===== src/rtl/cam_pkg.sv =====
// Shared constants, FSM state type and pixel conversion for the camera capture path.
package cam_pkg;

    localparam int IMG_W_DEF = 160;
    localparam int IMG_H_DEF = 120;
    localparam int RGB_W     = 12;

    typedef enum logic [2:0] {
        IDLE,
        WAIT_LINE,
        BYTE1,
        BYTE2,
        LINE_END
    } cam_state_t;

    // RGB565 split over two bytes (hi=RRRRRGGG, lo=GGGBBBBB) reduced to RGB444.
    function automatic logic [RGB_W-1:0] rgb565_to_444(input logic [7:0] hi, input logic [7:0] lo);
        return {hi[7:4], hi[2:0], lo[7], lo[4:1]};
    endfunction

endpackage


===== src/rtl/cam_read.sv =====
// Camera byte-stream capture into an RGB444 frame buffer with linear addressing.
// Optional colour-bar source enabled by defining CAM_TEST_PATTERN_EN.
module cam_read
    import cam_pkg::*;
#(
    parameter int IMG_W = IMG_W_DEF,
    parameter int IMG_H = IMG_H_DEF,
    parameter int AW    = 15
) (
    input  logic             clk,
    input  logic             rst,
    input  logic             CAM_vsync,
    input  logic             CAM_href,
    input  logic [7:0]       CAM_px_data,
`ifdef CAM_TEST_PATTERN_EN
    input  logic             test_pat,
`endif
    output logic [AW-1:0]    mem_px_addr,
    output logic [RGB_W-1:0] mem_px_data,
    output logic             px_wr,
    output logic             frame_done,
    output logic             overflow
);

    localparam int CW = $clog2(IMG_W + 1);
    localparam int RW = $clog2(IMG_H + 1);

    cam_state_t       state;
    logic             vsync_p0;
    logic [7:0]       hi_byte;
    logic [CW-1:0]    col;
    logic [RW-1:0]    row;
    logic [AW-1:0]    line_base;
    logic             line_wr;

    logic             vsync_rise;
    logic             vsync_fall;
    logic             in_bounds;
    logic [RGB_W-1:0] px_rgb;

`ifdef CAM_TEST_PATTERN_EN
    function automatic logic [RGB_W-1:0] colour_bar(input logic [CW-1:0] c);
        if (int'(c) < 53)
            return 12'hF00;
        else if (int'(c) < 106)
            return 12'h0F0;
        else
            return 12'h00F;
    endfunction
`endif

    assign vsync_rise = CAM_vsync & ~vsync_p0;
    assign vsync_fall = ~CAM_vsync & vsync_p0;
    assign in_bounds  = (col < CW'(IMG_W)) && (row < RW'(IMG_H));

`ifdef CAM_TEST_PATTERN_EN
    assign px_rgb = test_pat ? colour_bar(col) : rgb565_to_444(hi_byte, CAM_px_data);
`else
    assign px_rgb = rgb565_to_444(hi_byte, CAM_px_data);
`endif

    always_ff @(posedge clk) begin
        if (rst) begin
            state       <= IDLE;
            vsync_p0    <= 1'b0;
            hi_byte     <= '0;
            col         <= '0;
            row         <= '0;
            line_base   <= '0;
            line_wr     <= 1'b0;
            mem_px_addr <= '0;
            mem_px_data <= '0;
            px_wr       <= 1'b0;
            frame_done  <= 1'b0;
            overflow    <= 1'b0;
        end else begin
            vsync_p0   <= CAM_vsync;
            px_wr      <= 1'b0;
            frame_done <= 1'b0;

            // A vsync rise outranks any href activity in the same cycle.
            if (state != IDLE && vsync_rise) begin
                state      <= IDLE;
                frame_done <= 1'b1;
            end else begin
                unique case (state)
                    IDLE: begin
                        if (vsync_fall) begin
                            row       <= '0;
                            col       <= '0;
                            line_base <= '0;
                            line_wr   <= 1'b0;
                            overflow  <= 1'b0;
                            state     <= WAIT_LINE;
                        end
                    end
                    WAIT_LINE: begin
                        if (CAM_href) begin
                            hi_byte <= CAM_px_data;
                            state   <= BYTE2;
                        end
                    end
                    BYTE2: begin
                        if (CAM_href) begin
                            if (in_bounds) begin
                                px_wr       <= 1'b1;
                                mem_px_addr <= line_base + AW'(col);
                                mem_px_data <= px_rgb;
                                line_wr     <= 1'b1;
                            end else begin
                                overflow <= 1'b1;
                            end
                            if (col < CW'(IMG_W))
                                col <= col + 1'b1;
                            state <= BYTE1;
                        end else begin
                            state <= LINE_END;
                        end
                    end
                    BYTE1: begin
                        if (CAM_href) begin
                            hi_byte <= CAM_px_data;
                            state   <= BYTE2;
                        end else begin
                            state <= LINE_END;
                        end
                    end
                    LINE_END: begin
                        col     <= '0;
                        line_wr <= 1'b0;
                        // Empty lines do not consume a row of the buffer.
                        if (line_wr && row < RW'(IMG_H)) begin
                            row       <= row + 1'b1;
                            line_base <= line_base + AW'(IMG_W);
                        end
                        state <= WAIT_LINE;
                    end
                    default: state <= IDLE;
                endcase
            end
        end
    end

endmodule


===== config.mk =====
export PLATFORM = sky130hd
export DESIGN_NAME = cam_read
export DESIGN_NICKNAME = d
export VERILOG_FILES = /design/src/rtl/cam_pkg.sv /design/src/rtl/cam_read.sv
export SDC_FILE = /design/constraint.sdc
export NUM_CORES = 1
export LEC_CHECK = 0
export CORE_MARGIN = 4
export CORE_UTILIZATION = 54
export CTS_CLUSTER_DIAMETER = 200
export CTS_CLUSTER_SIZE = 28
export DETAILED_ROUTE_END_ITERATION = 6
export GPL_TIMING_DRIVEN = 1
export PLACE_DENSITY = 0.79
export SYNTH_ARGS = -nofsm -noshare
export SYNTH_HDL_FRONTEND = slang
export SYNTH_SLANG_ARGS = --single-unit
export TNS_END_PERCENT = 20

===== constraint.sdc =====
create_clock -name clk -period 2.46 [get_ports clk]
set_input_delay 0.615 -clock clk [delete_from_list [all_inputs] [get_ports clk]]
set_output_delay 0.615 -clock clk [all_outputs]
set_load 0.05 [all_outputs]

==> results.py <==
metrics = {
    "layout": {
        "drive_gt1_frac": 0.0955,
        "num-fill-cells": 443,
        "area_growth_pct": 23.0,
        "regArea_mm2": 0.00134,
        "fin_area_mm2": 0.00382,
        "fin_nets": 411,
        "post-route-util": 0.690,
        "multi_input_area_mm2": 0.00161,
        "num_antenna_cells": 0,
    },
    "critical_path": {
        "path_cells": "clkdlybuf4s50_1",
        "r2r_start": "state[2]",
        "critical_path.max_stage_delay_ps": 810,
        "r2r-end": "mem_px_addr[14]",
        "crit_path_max_fanout": 2,
        "cp.depth": 1,
        "required_ps": 1850,
        "reg2regPathDepth": 4,
        "r2r_setup_slack_ps": 390,
        "startpoint_type": "flop",
        "cp_top_family": "buffers and inverters",
        "cp-end-kind": "output pin",
        "cpMaxStageDelayCell": "clkdlybuf4s50_1",
        "critPathKind": "reg2out",
        "critPathBufInv": 1,
        "arrival_ps": 1510,
    },
    "cts": {
        "cts_setup_buffers": 0,
        "worstSkewPairLatency_ps": 350,
        "cts_buffers": 9,
        "cts_tree": "yes",
        "h-tree-depth": 3,
        "cts.clk_slew.worst_paths_ps": 70,
        "root_buffer": "clkbuf_8",
        "cts_buffer_depth": 2,
        "cts.sinks": 67,
        "cts_resized": 0,
        "holdBufCountCts": 0,
    },
    "routing": {
        "wl_per_cell_um": 15.5,
        "vias_per_cell": 6.09,
        "first_pass_iters": 4,
        "drt_iter0_drc": 166,
        "num_vias": 2864,
        "drt-total-wl_um": 7280,
        "ant_nets": 0,
        "drc_errors": 0,
    },
    "yosys": {
        "syn-instance-count": 353,
        "syn-num-nets": 371,
        "yosysUniqueCellTypes": 46,
        "yosysTopAreaCellShare": 0.431,
        "post-synth-top-count-cell": "dfxtp_1",
        "syn-cell-area_mm2": 0.00311,
        "synthArstFlopShare": 0,
        "synth_common_cells": "67 x dfxtp_1, 55 x a21oi_1, 30 x o21ai_0",
        "ys_seq_area_frac": 0.431,
        "avgSynthCellArea_um2": 8.81,
        "synthFlopType": "dfxtp_1",
        "yosysWarnings": 0,
        "synth_area_leaders": "dfxtp_1 43%, a21oi_1 8.9%, o21ai_0 4.8%, nand3_1 4.0%, o31ai_1 2.9%",
        "synth_edf_count": 0,
        "yosysTopAreaCell": "dfxtp_1",
        "synth-seq-cells": 67,
    },
    "sta": {
        "fin_ws_ps": 334,
        "worstMarginPinSlew_ps": 734,
        "fin_setup_tns_ps": 0,
        "fmax_mhz": 470,
        "period_minus_slack_ps": 2130,
        "finalSetupViolCount": 0,
        "post-route-period-util": 0.864,
        "slew_viol_final": 0,
        "rsz0062_at_grt": "false",
        "finalHoldViolCount": 0,
        "relSlewSlack": 0.509,
        "clock_skew_ps": 6.45,
    },
    "floorplan": {
        "rows": 27,
        "ios": 42,
        "die_w_um": 83.9,
        "core_mm2": 0.00554,
        "initial_core_util": 0.561,
        "die_area_mm2": 0.00704,
        "die_h_um": 83.9,
    },
    "grt": {
        "grt_overflow_total": 0,
        "track_usage": 0.215,
        "grt_pass1_vias": 2647,
        "grt_max_degree": 30,
        "antenna_found_initial": 0,
        "grt_pass1_wl_um": 12400,
    },
    "hold_path": {
        "hp-start": "hi_byte[2]",
        "min_to": "mem_px_data[7]",
        "hold_depth": 2,
        "hold_path_class": "reg2reg",
    },
    "placed_design": {
        "dp_slack_ps": 13.1,
        "dp_hpwl_um": 4840,
        "io_buffers": 41,
        "place_congestion": 0.825,
        "placed_area_mm2": 0.00361,
    },
    "run_status": {
        "status": "finished clean",
    },
    "power": {
        "power_density_mw_per_mm2": 586,
        "leakagePower_nw": 1.30,
        "peakVddDrop_uv": 372,
    },
    "flow_run": {
        "max-cap-violations": 0,
    },
}
-- area by class of cell --
type	count	share of cell area
Sequential cell	67	0.351
Clock buffer	9	0.0324
Timing Repair Buffer	57	0.145
Inverter	4	0.00393
Multi-Input combinational cell	254	0.420
Tap cell	72	0.0236
Clock inverter	7	0.0239
-- cell usage in the layout, fill, tap and decap left out, types with 3 or more instances in the layout --
cell type / count
nor3_1: 10
ha_1: 6
or3_1: 6
nor4_1: 3
a21oi_1: 55
nor2b_1: 4
a211oi_1: 6
o21ai_0: 30
nand2_1: 11
clkdlybuf4s50_1: 41
and4_1: 4
nor2_1: 13
inv_1: 4
o21ba_1: 3
nand3_1: 25
o21ai_1: 4
clkbuf_8: 9
mux2i_1: 7
o31ai_1: 12
xnor2_1: 8
dfxtp_1: 67
or4_1: 12
clkinv_2: 3
nand4_1: 9
buf_4: 14
-- worst max-delay path by stage --
| stage | from | to | slack, ps |
|---|---|---|---|
| after detailed placement | CAM_vsync | mem_px_addr[14] | 10 |
| after floorplan | CAM_vsync | line_base[10] | 650 |
| after global routing | CAM_vsync | mem_px_addr[9] | 210 |
| after global placement | CAM_vsync | mem_px_addr[14] | 50 |
| after CTS | overflow | overflow | 330 |
| final | overflow | overflow | 330 |
-- report_power, final --
part | internal (mW) | leakage [nW] | switching (mW)
clock network | 0.568 | 0.109 | 0.426
logic | 0.0572 | 0.655 | 0.0894
registers | 1.09 | 0.540 | 0.0102
total | 1.72 | 1.30 | 0.525
-- state kept, by name, indices dropped and copies added, names as in the netlist --
signal and flops:
mem_px_data 12, hi_byte 7, px_wr 1, line_base 10, state 3, vsync_p0 1, row 7, frame_done 1
col 8, line_wr 1, overflow 1, mem_px_addr 15
-- through the flow --
step | cells | hold WS (ps) | power [mW]
after CTS | 470 | 474 | 2.25
after global placement | 454 | 447 | 1.27
after detailed placement | 454 | 462 | 1.27
final | 470 | 472 | 2.24
after floorplan | 353 | 439 | 1.22
after global routing | 470 | 494 | 2.32
-- cells by family (layout without fill, tap and decap cells) --
| group | after synthesis | in the layout | synth area share |
|---|---|---|---|
| fa+ha+maj | 6 | 6 | 0.0241 |
| xor+xnor | 8 | 8 | 0.0225 |
| compound gates | 122 | 122 | 0.240 |
| mux | 7 | 7 | 0.0225 |
| buf+inv | 32 | 77 | 0.0515 |
| flops | 67 | 67 | 0.431 |
| simple gates | 111 | 111 | 0.208 |
-- per-layer routing --
metal | track usage | part of all wire | routed length, µm
met1 | 0.278 | 0.44 | 3230
met2 | 0.347 | 0.48 | 3490
met3 | 0.0474 | 0.062 | 449
met4 | 0.0892 | 0.015 | 110
met5 | 0 | 0 | 0
Note: power is estimated with default switching activity, not from simulation.
